===== src/rtl/fetch_sequencer.sv =====
// Program-counter owner for the Fetch stage: issues one bundle address per cycle
// and arbitrates branch, interrupt entry/return, halt, stall and sequential PC sources.
module fetch_sequencer #(
    parameter logic [15:0] RESET_PC   = 16'h0001,
    parameter logic [15:0] IRQ_VECTOR = 16'h0040,
    parameter int unsigned PC_LIMIT   = 100
) (
    input  logic        clock_i,
    input  logic        reset_i,
    input  logic        start_i,
    input  logic        stall_i,
    input  logic        branch_taken_i,
    input  logic [15:0] branch_target_i,
    input  logic        irq_i,
    input  logic        eret_i,
    input  logic        halt_i,
    output logic [15:0] pc_o,
    output logic        fetch_enable_o,
    output logic        flushBack_o,
    output logic        irq_ack_o,
    output logic        irq_active_o,
    output logic [15:0] epc_o,
    output logic        fault_o,
    output logic [2:0]  state_o
);

    typedef enum logic [2:0] {
        S_IDLE  = 3'd0,
        S_RUN   = 3'd1,
        S_STALL = 3'd2,
        S_FLUSH = 3'd3,
        S_HALT  = 3'd4
    } state_t;

    localparam logic [15:0] PC_LIMIT_W = 16'(PC_LIMIT);
    localparam logic [15:0] LAST_PC    = 16'(PC_LIMIT - 1);

    state_t      state_q, state_d;
    logic [15:0] pc_q, pc_d;
    logic [15:0] epc_q, epc_d;
    logic        fe_q, fe_d;
    logic        flush_q, flush_d;
    logic        ack_q, ack_d;
    logic        active_q, active_d;
    logic        fault_q, fault_d;

    logic        redirect;
    logic        take_irq;
    logic        take_eret;
    logic [15:0] target;
    logic [15:0] pc_inc;

    assign pc_inc = (pc_q >= LAST_PC) ? '0 : pc_q + 16'd1;

    always_comb begin
        state_d   = state_q;
        pc_d      = pc_q;
        epc_d     = epc_q;
        fe_d      = fe_q;
        flush_d   = 1'b0;
        ack_d     = 1'b0;
        active_d  = active_q;
        fault_d   = fault_q;
        redirect  = 1'b0;
        take_irq  = 1'b0;
        take_eret = 1'b0;
        target    = '0;

        unique case (state_q)
            S_IDLE: begin
                if (start_i) begin
                    state_d = S_RUN;
                    fe_d    = 1'b1;
                    pc_d    = RESET_PC;
                end
            end
            S_RUN, S_STALL, S_FLUSH: begin
                if (branch_taken_i) begin
                    redirect = 1'b1;
                    target   = branch_target_i;
                end else if (eret_i && active_q) begin
                    redirect  = 1'b1;
                    take_eret = 1'b1;
                    target    = epc_q;
                end else if (irq_i && !active_q) begin
                    redirect = 1'b1;
                    take_irq = 1'b1;
                    target   = IRQ_VECTOR;
                end else if (state_q == S_FLUSH) begin
                    // halt is deferred out of FLUSH; the redirect target is presented next
                    state_d = stall_i ? S_STALL : S_RUN;
                    fe_d    = !stall_i;
                end else if (halt_i) begin
                    state_d = S_HALT;
                    fe_d    = 1'b0;
                end else if (stall_i) begin
                    state_d = S_STALL;
                    fe_d    = 1'b0;
                end else if (state_q == S_STALL) begin
                    state_d = S_RUN;
                    fe_d    = 1'b1;
                end else begin
                    pc_d = pc_inc;
                end
            end
            S_HALT: begin
                if (irq_i && !active_q) begin
                    redirect = 1'b1;
                    take_irq = 1'b1;
                    target   = IRQ_VECTOR;
                end
            end
            default: begin
                state_d = S_IDLE;
                fe_d    = 1'b0;
            end
        endcase

        if (redirect) begin
            flush_d = 1'b1;
            fe_d    = 1'b0;
            if (target >= PC_LIMIT_W) begin
                // Illegal target: squash and park without touching pc or irq state
                fault_d = 1'b1;
                state_d = S_HALT;
            end else begin
                state_d = S_FLUSH;
                pc_d    = target;
                if (take_irq) begin
                    epc_d    = pc_q;
                    ack_d    = 1'b1;
                    active_d = 1'b1;
                end
                if (take_eret) begin
                    active_d = 1'b0;
                end
            end
        end
    end

    always_ff @(posedge clock_i or negedge reset_i) begin
        if (!reset_i) begin
            state_q  <= S_IDLE;
            pc_q     <= RESET_PC;
            epc_q    <= '0;
            fe_q     <= 1'b0;
            flush_q  <= 1'b0;
            ack_q    <= 1'b0;
            active_q <= 1'b0;
            fault_q  <= 1'b0;
        end else begin
            state_q  <= state_d;
            pc_q     <= pc_d;
            epc_q    <= epc_d;
            fe_q     <= fe_d;
            flush_q  <= flush_d;
            ack_q    <= ack_d;
            active_q <= active_d;
            fault_q  <= fault_d;
        end
    end

    assign pc_o           = pc_q;
    assign fetch_enable_o = fe_q;
    assign flushBack_o    = flush_q;
    assign irq_ack_o      = ack_q;
    assign irq_active_o   = active_q;
    assign epc_o          = epc_q;
    assign fault_o        = fault_q;
    assign state_o        = state_q;

endmodule


===== config.mk =====
export PLATFORM = sky130hd
export DESIGN_NAME = fetch_sequencer
export DESIGN_NICKNAME = d
export VERILOG_FILES = /design/src/rtl/fetch_sequencer.sv
export SDC_FILE = /design/constraint.sdc
export NUM_CORES = 1
export LEC_CHECK = 0
export BUFFER_PORTS_ARGS = -buffer_cell sky130_fd_sc_hd__buf_4
export CORE_ASPECT_RATIO = 0.5
export CORE_MARGIN = 3
export CORE_UTILIZATION = 46
export CTS_CLUSTER_SIZE = 16
export DETAILED_ROUTE_END_ITERATION = 10
export PLACE_DENSITY_LB_ADDON = 0.08
export SYNTH_ARGS = -nofsm -noshare
export SYNTH_HDL_FRONTEND = slang
export SYNTH_SLANG_ARGS = --single-unit

===== constraint.sdc =====
create_clock -name clock_i -period 1.9 [get_ports clock_i]
set_input_delay 0.285 -clock clock_i [delete_from_list [all_inputs] [get_ports clock_i]]
set_output_delay 0.285 -clock clock_i [all_outputs]
set_load 0.05 [all_outputs]

==> impl_metrics.json, run 1 <==
{
  "ys_warn_count": 0,
  "worst_pin_slew_ns": 0.517,
  "grtUsageTotal_pct": 25.6,
  "row_count": 16,
  "synthCells": 196,
  "grt_pass1_wl_um": 10400,
  "final_max_slew_viol_count": 0,
  "post-route-min-period_ns": 1.93,
  "antenna_found_initial": 0,
  "gp_congestion": 0.881,
  "maxCapViolCount": 0,
  "start_util_pct": 51.1,
  "die_w_um": 102,
  "layoutNonFillerInstCount": 352,
  "worst_slack_ns": -0.0264,
  "n_antenna_cell": 0,
  "cp-start-kind": "flop",
  "layout.nets": 322,
  "cp_max_fo": 6,
  "grt_overflow": 0,
  "ys.flop_type": "dfrtp_1",
  "yosysUniqueCellTypes": 54,
  "ir_worst_vdd_mv": 0.624,
  "clk_pin_slew_worst_paths_ns": 0.09,
  "syn_area_per_cell_um2": 10.9,
  "p_leak_uw": 0.00158,
  "cts_sinks": 40,
  "finalHoldViolations": 0,
  "crit_chain": "nor4_2 -> nand2_2 -> nor2_4 -> nand4b_1 -> a211o_1 -> a31oi_1",
  "ctsRootBufferMaster": "clkbuf_8",
  "synth.area.top_cells": "dfrtp_1 46%, mux2_2 9.0%, and3_1 4.1%, a21oi_1 3.0%, buf_6 2.6%",
  "area_delta_synth_final_pct": 51.4,
  "die_y_um": 54.2,
  "cellPowerDensity_nw_per_um2": 1630,
  "cts_tree": "done",
  "clock_skew_ns": 0.0109,
  "coreArea_um2": 4180,
  "post_route_cells_drive_above_1_share_pct": 57.4,
  "grt_start_max_net_pins": 41,
  "synth_top_area_share_pct": 45.6,
  "dp.cells": 333,
  "rsz0062_at_grt": "yes",
  "crit_family": "simple AND/OR/NAND/NOR gates",
  "dp_hpwl_um": 4620,
  "cp-end-kind": "flop",
  "h-tree-depth": 2,
  "ant_nets": 0,
  "cp_slowest_cell": "dfrtp_1",
  "numCtsBuffers": 5,
  "slew_headroom_pct": 65.5,
  "cts_buffer_depth": 2,
  "cp.arrival_ns": 2.16,
  "drt-total-wl_um": 6870,
  "syn_area_um2": 2140,
  "critPathBufInv": 0,
  "final_area_um2": 3240,
  "drcViolationCount": 0,
  "setup_violations": 2,
  "place_ws_ns": -0.114,
  "vias": 2105,
  "synth_nets": 221,
  "placed_cell_area_um2": 2860,
  "synth_edf_count": 0,
  "die_area_um2": 5550,
  "max_freq_mhz": 519,
  "firstDrtPassIters": 5,
  "clock_latency_ns": 0.31,
  "fin_hold_ws_ns": 0.272,
  "first_global_vias": 2051,
  "violations": "negative setup slack",
  "slowest_delay_ns": 0.43,
  "period_share_pct": 101,
  "yosys.area.top_type": "dfrtp_1",
  "worstSetupPathType": "flop to flop",
  "drtIter0Drc": 137,
  "async_reset_ff_share_pct": 100,
  "ys_seq_area_share_pct": 46.9,
  "hp-class": "primary input to flop",
  "synth_seq_cells": 40,
  "viasPerCell": 5.98,
  "io_buffer_count": 63,
  "cp.required_ns": 2.13,
  "status": "finished with violations",
  "wl_per_cell_um": 19.5,
  "io_pins": 64
}
synth_stat cells (4+ instances only):
master,instances
mux2_2,17
a21oi_1,13
nand2_1,10
o21ai_0,7
nand3_1,4
dfrtp_1,39
nor2_1,10
and3_1,14
buf_6,5
nor3_1,5
a31oi_1,6
nor4_1,5
a221oi_1,4
final timing paths:
kind                       cells after the start                 from  slack [ns]                endpoint
setup / recovery                               6    pc_o[9]$_DFF_PN0_       -0.03       pc_o[3]$_DFF_PN0_
hold / removal                                 3   branch_target_i[2]        0.27       pc_o[2]$_DFF_PN0_
setup reg to reg                               6    pc_o[9]$_DFF_PN0_       -0.03       pc_o[3]$_DFF_PN0_
hold reg to reg                                2  fault_o$_DFFE_PN0P_        0.51     fault_o$_DFFE_PN0P_
max in group asynchronous                      2              reset_i        1.02  state_o[0]$_DFFE_PN0P_
min in group asynchronous                      2              reset_i        0.50   epc_o[14]$_DFFE_PN0P_
cells in the final DEF, fill, tap and decap left out, types with 5 or more instances in the layout:
master / Yosys / layout
buf_4: 3 / 98
dfrtp_1: 39 / 35
mux2_2: 17 / 16
and3_1: 14 / 14
a21oi_1: 13 / 10
nand2_1: 10 / 9
nor2_1: 10 / 8
a31oi_1: 6 / 6
o21ai_0: 7 / 5
clkbuf_8: 0 / 5
cell families after synthesis:
kind of cell | after synthesis | synth area share, %
xor+xnor | 1 | 0.410
buf+inv | 14 | 4.80
compound gates | 53 | 18.3
simple gates | 68 | 19.2
flops | 40 | 46.9
mux | 18 | 9.42
fa+ha+maj | 2 | 1.05
sequential cells by signal, summed over array words and instances (netlist names):
register and flops:
irq_ack_o 1, fetch_enable_o 1, flushBack_o 1, state_o 3
epc_o 16, irq_active_o 1, pc_o 16, fault_o 1
metrics by stage:
stage          power, uW  setup TNS, ns  util (%)
3_5_place_dp        4100         -0.413      68.3
5_1_grt             5520         -0.300      77.4
6_report            5290        -0.0332      77.4
4_1_cts             5040        -0.0240      74.7
2_1_floorplan       3170          -4.82         -
3_3_place_gp        4050        -0.0945      68.3
layer usage:
metal  routed length (um)  vias up  part of all wire (%)  track usage [%]
met5                    0        -                     0                0
met4                  155        0                   2.3             9.59
met3                  450       16                   6.6             5.85
met2                 3140       91                    46             39.3
met1                 3120     1045                    45             35.7
li1                     -      953                     -                -
power by group:
group	switching [uW]	internal [uW]
clock	345	396
sequential	246	1070
combinational	1920	1310
timing repair:
| action | CTS | global route |
|---|---|---|
| cloned | 1 | 0 |
| setup endpoints to repair | 14 | 12 |
| buffers inserted | 4 | 5 |
| resized for setup | 21 | 17 |
| endpoints found under the hold margin | 39 | 0 |
| pin swaps | 8 | 15 |
| hold buffers | 1 | 0 |
layout make-up:
| class | count | area (um2) |
|---|---|---|
| fill | 272 | 946 |
| multi-input combinational | 143 | 1230 |
| sequential | 40 | 1010 |
| clock inverter | 3 | 47.5 |
| timing repair buffer | 103 | 800 |
| tap | 54 | 67.6 |
| inverter | 4 | 15.0 |
| clock buffer | 5 | 68.8 |
tightest hold or removal path, stage by stage:
cell      delay [ns]
buf_4           0.09
a221oi_2        0.05
a21oi_1         0.11
No activity file was read; power rests on OpenSTA's default activity.
==> run 2: changes to the inputs <==
==> constraint.sdc (replaced) <==
create_clock -name clock_i -period 1.9 [get_ports clock_i]
set_input_delay 0.095 -clock clock_i [delete_from_list [all_inputs] [get_ports clock_i]]
set_output_delay 0.095 -clock clock_i [all_outputs]
set_load 0.05 [all_outputs]
==> run 2 against run 1 <==
Compared with the run above:
- the run still ends with negative setup slack left
- non-clock buffer count up 3
- fmax up 0.87%
- setup slack better by 0.017 ns
- hold slack worse by 0.16 ns
- sequential power down 3%
- count of clock-buffer cells in the layout unchanged
- critical path depth up 1
- core utilization up 0.66 points
- clock power down 3.4%
- global-route usage down 1.3 points
- design area up 0.85%
- largest cell class unchanged
- largest power group unchanged
- highest routed layer unchanged
==> impl_metrics.json, run 2 (synthesis gave the netlist of run 1 again) <==
{
  "status": "finished with violations",
  "violations": "negative setup slack",
  "post_route_cells_drive_above_1_share_pct": 58.1,
  "coreArea_um2": 4180,
  "worstSetupPathType": "flop to flop",
  "worst_slack_ns": -0.00991,
  "grt_overflow": 0,
  "most-common-layout-cells": "100 x buf_4, 35 x dfrtp_1, 16 x mux2_2",
  "start_util_pct": 51.1,
  "post-route-min-period_ns": 1.91,
  "cts_buffer_depth": 2,
  "slew_headroom_pct": 66.3,
  "layout.nets": 325,
  "clock_latency_ns": 0.29,
  "finalHoldViolations": 0,
  "h-tree-depth": 2,
  "grt_start_max_net_pins": 41,
  "final.setup.tns_ns": -0.0167,
  "wl_per_cell_um": 18.4,
  "cts_sinks": 40,
  "clk_pin_slew_worst_paths_ns": 0.09,
  "cellPowerDensity_nw_per_um2": 1600,
  "vias": 2037,
  "die_y_um": 54.2,
  "dp_hpwl_um": 4460,
  "io_buffer_count": 63,
  "cp.required_ns": 2.07,
  "cp-start-kind": "flop",
  "row_count": 16,
  "firstDrtPassIters": 4,
  "cts_tree": "done",
  "drt-total-wl_um": 6520,
  "crit_top_cell": "a21oi_2",
  "crit_chain": "mux2_4 -> nor4b_4 -> buf_6 -> a21oi_2 -> a21o_4 -> a21oi_2 -> mux2i_1",
  "die_w_um": 102,
  "placed_cell_area_um2": 2840,
  "first_global_vias": 1983,
  "cp-end-kind": "flop",
  "worst_pin_slew_ns": 0.505,
  "final_area_um2": 3270,
  "viasPerCell": 5.74,
  "n_antenna_cell": 0,
  "clock_skew_ns": 0.00656,
  "hp-class": "primary input to flop",
  "die_area_um2": 5550,
  "numCtsBuffers": 5,
  "p_leak_uw": 0.00161,
  "ant_nets": 0,
  "drcViolationCount": 0,
  "period_share_pct": 101,
  "finish.utilization_pct": 78.1,
  "setup_violations": 2,
  "slowest_delay_ns": 0.42,
  "cp.arrival_ns": 2.08,
  "max_freq_mhz": 524,
  "drtIter0Drc": 92,
  "ctsRootBufferMaster": "clkbuf_8",
  "grtUsageTotal_pct": 24.3,
  "cp_slowest_cell": "dfrtp_2",
  "grt_pass1_wl_um": 10000,
  "ir_worst_vdd_mv": 0.587,
  "final_max_slew_viol_count": 0,
  "rsz0062_at_grt": "yes",
  "antenna_found_initial": 0,
  "gp_congestion": 0.906,
  "io_pins": 64,
  "maxCapViolCount": 0,
  "cp_max_fo": 5,
  "final_common_cell": "buf_4",
  "area_delta_synth_final_pct": 52.7
}
[run 2: what timing repair did]
item                                    in CTS  in global routing
hold buffers                                 1                  0
pin swaps                                    6                 20
buffers inserted                             4                  9
endpoints found under the setup margin      14                 30
gates cloned                                 2                  1
hold endpoints to repair                    39                  0
gates resized for setup                     19                 20
[run 2: stage by stage]
step | power [uW] | setup slack [ns] | cells | hold slack [ns]
after floorplan | 3170 | -0.201 | 196 | -0.201
final | 5240 | -0.00991 | 355 | 0.111
after global routing | 5510 | -0.150 | 355 | 0.102
after detailed placement | 4070 | -0.0493 | 331 | 0.0967
after global placement | 4020 | -0.0396 | 331 | 0.0957
after CTS | 4990 | 0.00218 | 346 | 0.101
[run 2: worst paths after layout]
kind | endpoint | slack [ns] | depth (start not counted) | startpoint
min reg2reg | fault_o$_DFFE_PN0P_ | 0.50 | 2 | fault_o$_DFFE_PN0P_
max in group asynchronous | state_o[0]$_DFFE_PN0P_ | 1.20 | 2 | reset_i
max | pc_o[6]$_DFF_PN0_ | -0.01 | 7 | irq_active_o$_DFFE_PN0P_
min in group asynchronous | epc_o[12]$_DFFE_PN0P_ | 0.32 | 2 | reset_i
max reg2reg | pc_o[6]$_DFF_PN0_ | -0.01 | 7 | irq_active_o$_DFFE_PN0P_
min | pc_o[2]$_DFF_PN0_ | 0.11 | 3 | branch_target_i[2]
[run 2: final cells by class]
type / instances / area, um2
clock buffers: 5 / 68.8
clock inverters: 3 / 46.3
fillers: 278 / 918
inverters: 4 / 15.0
multi-input cells: 143 / 1240
flip-flops and latches: 40 / 1010
well taps: 54 / 67.6
repair buffers: 106 / 820
[run 2: where the power goes]
part	switching [uW]	internal, uW	total, uW
clock network	320	396	716
logic	1920	1320	3240
registers	210	1070	1280
[run 2: routing by layer]
layer	track usage [%]	wire, um	vias to the layer above
li1	-	-	962
met4	5.45	66	0
met2	38.4	2990	65
met1	34.5	3050	1001
met3	5.73	409	9
met5	0	0	-
[run 2: critical path: cells and delay by family (launching register included)]
family | cells | cell delay (ns)
simple gates | 1 | 0.31
buf+inv | 1 | 0.18
flops | 1 | 0.42
mux | 2 | 0.41
compound gates | 3 | 0.47
==> run 3: changes to the inputs <==
- CORE_ASPECT_RATIO: 0.5 -> 1.2
==> run 3 against run 2 <==
Compared with the run above:
- wire length is 4.9% lower
- the run still ends with negative setup slack left
- largest cell class unchanged
- largest power group unchanged
- global-route usage is 1.8 points lower
- sequential cell count stayed put
- setup slack worse by 0.025 ns
- hold slack worse by 0.020 ns
- first-iteration DRC count is 49% higher
- critical endpoint is now pc_o[0]$_DFF_PN1_
==> impl_metrics.json, run 3 (synthesis gave the netlist of run 1 again) <==
{
  "status": "finished with violations",
  "violations": "negative setup slack",
  "final_area_um2": 3200,
  "first_global_vias": 1941,
  "drt-total-wl_um": 6200,
  "ant_nets": 0,
  "critPathBufInv": 1,
  "total_power_uw": 5130,
  "p_leak_uw": 0.00156,
  "reg2reg_depth": 7,
  "ctsRootBufferMaster": "clkbuf_8",
  "cp.arrival_ns": 2.15,
  "most-common-layout-cells": "97 x buf_4, 35 x dfrtp_1, 16 x mux2_2",
  "start_util_pct": 49.1,
  "clk_pin_slew_worst_paths_ns": 0.08,
  "grt_start_max_net_pins": 41,
  "die_y_um": 80.7,
  "crit_family": "compound AO/OA/AOI/OAI gates",
  "coreArea_um2": 4360,
  "worstSetupPathType": "flop to flop",
  "dp.cells": 338,
  "grt_overflow": 0,
  "firstDrtPassIters": 4,
  "min_path_cells": 3,
  "h-tree-depth": 2,
  "n_antenna_cell": 0,
  "worst-path-stages": 7,
  "drtIter0Drc": 137,
  "drcViolationCount": 0,
  "row_count": 26,
  "io_pins": 64,
  "post_route_cells_drive_above_1_share_pct": 56.4,
  "clock_skew_ns": 0.00767,
  "cellPowerDensity_nw_per_um2": 1600,
  "layout.nets": 322,
  "cp-start-kind": "flop",
  "rsz0062_at_grt": "yes",
  "worst_pin_slew_ns": 0.509,
  "die_w_um": 68.2,
  "cp.required_ns": 2.12,
  "numCtsBuffers": 5,
  "final.setup.tns_ns": -0.0448,
  "slowest_delay_ns": 0.48,
  "placed_cell_area_um2": 2880,
  "cp-end-kind": "flop",
  "finalHoldViolations": 0,
  "viasPerCell": 5.78,
  "grtUsageTotal_pct": 22.5,
  "cp_slowest_cell": "dfrtp_2",
  "final_max_slew_viol_count": 0,
  "cp_max_fo": 17,
  "cts_tree": "done",
  "slew_headroom_pct": 66.1,
  "crit_chain": "or3b_4 -> o21ai_4 -> a221oi_4 -> o211ai_4 -> buf_12 -> a21oi_2 -> a31oi_1",
  "io_buffer_count": 63,
  "cts_sinks": 40,
  "hp-class": "primary input to flop",
  "max_freq_mhz": 517,
  "dp_hpwl_um": 4410,
  "period_share_pct": 102,
  "setup_violations": 5,
  "wl_per_cell_um": 17.5,
  "maxCapViolCount": 0,
  "worst_slack_ns": -0.0354,
  "grt_pass1_wl_um": 9270,
  "fillCellCount": 326,
  "area_delta_synth_final_pct": 49.9,
  "post-route-min-period_ns": 1.94,
  "final_common_cell": "buf_4",
  "gp_congestion": 0.987,
  "die_area_um2": 5510,
  "ir_worst_vdd_mv": 0.642,
  "clock_latency_ns": 0.30,
  "layoutNonFillerInstCount": 354,
  "vias": 2045,
  "antenna_found_initial": 0,
  "cts_buffer_depth": 2
}
-- run 3: timing repair --
item	4_1_cts	5_1_grt
setup endpoints to repair	5	31
hold buffers	1	0
cloned	0	2
gates resized for setup	6	27
endpoints found under the hold margin	39	0
buffers inserted	1	4
pin swaps	3	8
-- run 3: per-stage QoR --
stage	setup slack [ns]	hold WS, ns	utilization (%)
2_1_floorplan	-0.201	-0.201	-
4_1_cts	0.00411	0.0864	69.7
5_1_grt	-0.0894	0.113	73.5
3_3_place_gp	-0.00724	0.101	66.1
6_report	-0.0354	0.0908	73.5
3_5_place_dp	-0.0369	0.0967	66.1
-- run 3: final timing paths --
path	start	end	slack, ns
max in group asynchronous	reset_i	state_o[2]$_DFFE_PN0P_	1.22
worst min-delay path	stall_i	state_o[1]$_DFFE_PN0P_	0.09
worst max register to register	state_o[1]$_DFFE_PN0P_	pc_o[0]$_DFF_PN1_	-0.04
worst min register to register	fault_o$_DFFE_PN0P_	fault_o$_DFFE_PN0P_	0.51
min in group asynchronous	reset_i	fetch_enable_o$_DFFE_PN0P_	0.31
worst max-delay path	state_o[1]$_DFFE_PN0P_	pc_o[0]$_DFF_PN1_	-0.04
-- run 3: where the power goes --
part	leakage [uW]	switching, uW	total [uW]	internal (uW)
logic	0.000986	1850	3140	1280
registers	0.000517	227	1300	1070
clock network	0.0000541	311	700	389
-- run 3: tightest hold or removal path, delay by kind of cell --
family / cells / cell delay [ns]
buf+inv: 1 / 0.12
simple gates: 2 / 0.14
-- run 3: final cells by class --
type,count,area [um2],share of cell area (%)
Multi-Input combinational cell,143,1200,37.6
Sequential cell,40,1010,31.4
Timing Repair Buffer,103,797,24.9
Tap cell,56,70.1,2.19
Clock buffer,5,68.8,2.15
Clock inverter,3,42.5,1.33
Inverter,4,15.0,0.469
-- run 3: routing by layer --
metal | vias up | GRT usage (%) | part of all wire [%]
met5 | - | 0 | 0
li1 | 953 | - | -
met3 | 9 | 5.17 | 5.9
met2 | 83 | 39.1 | 53
met1 | 1000 | 27.6 | 40
met4 | 0 | 5.96 | 0.92
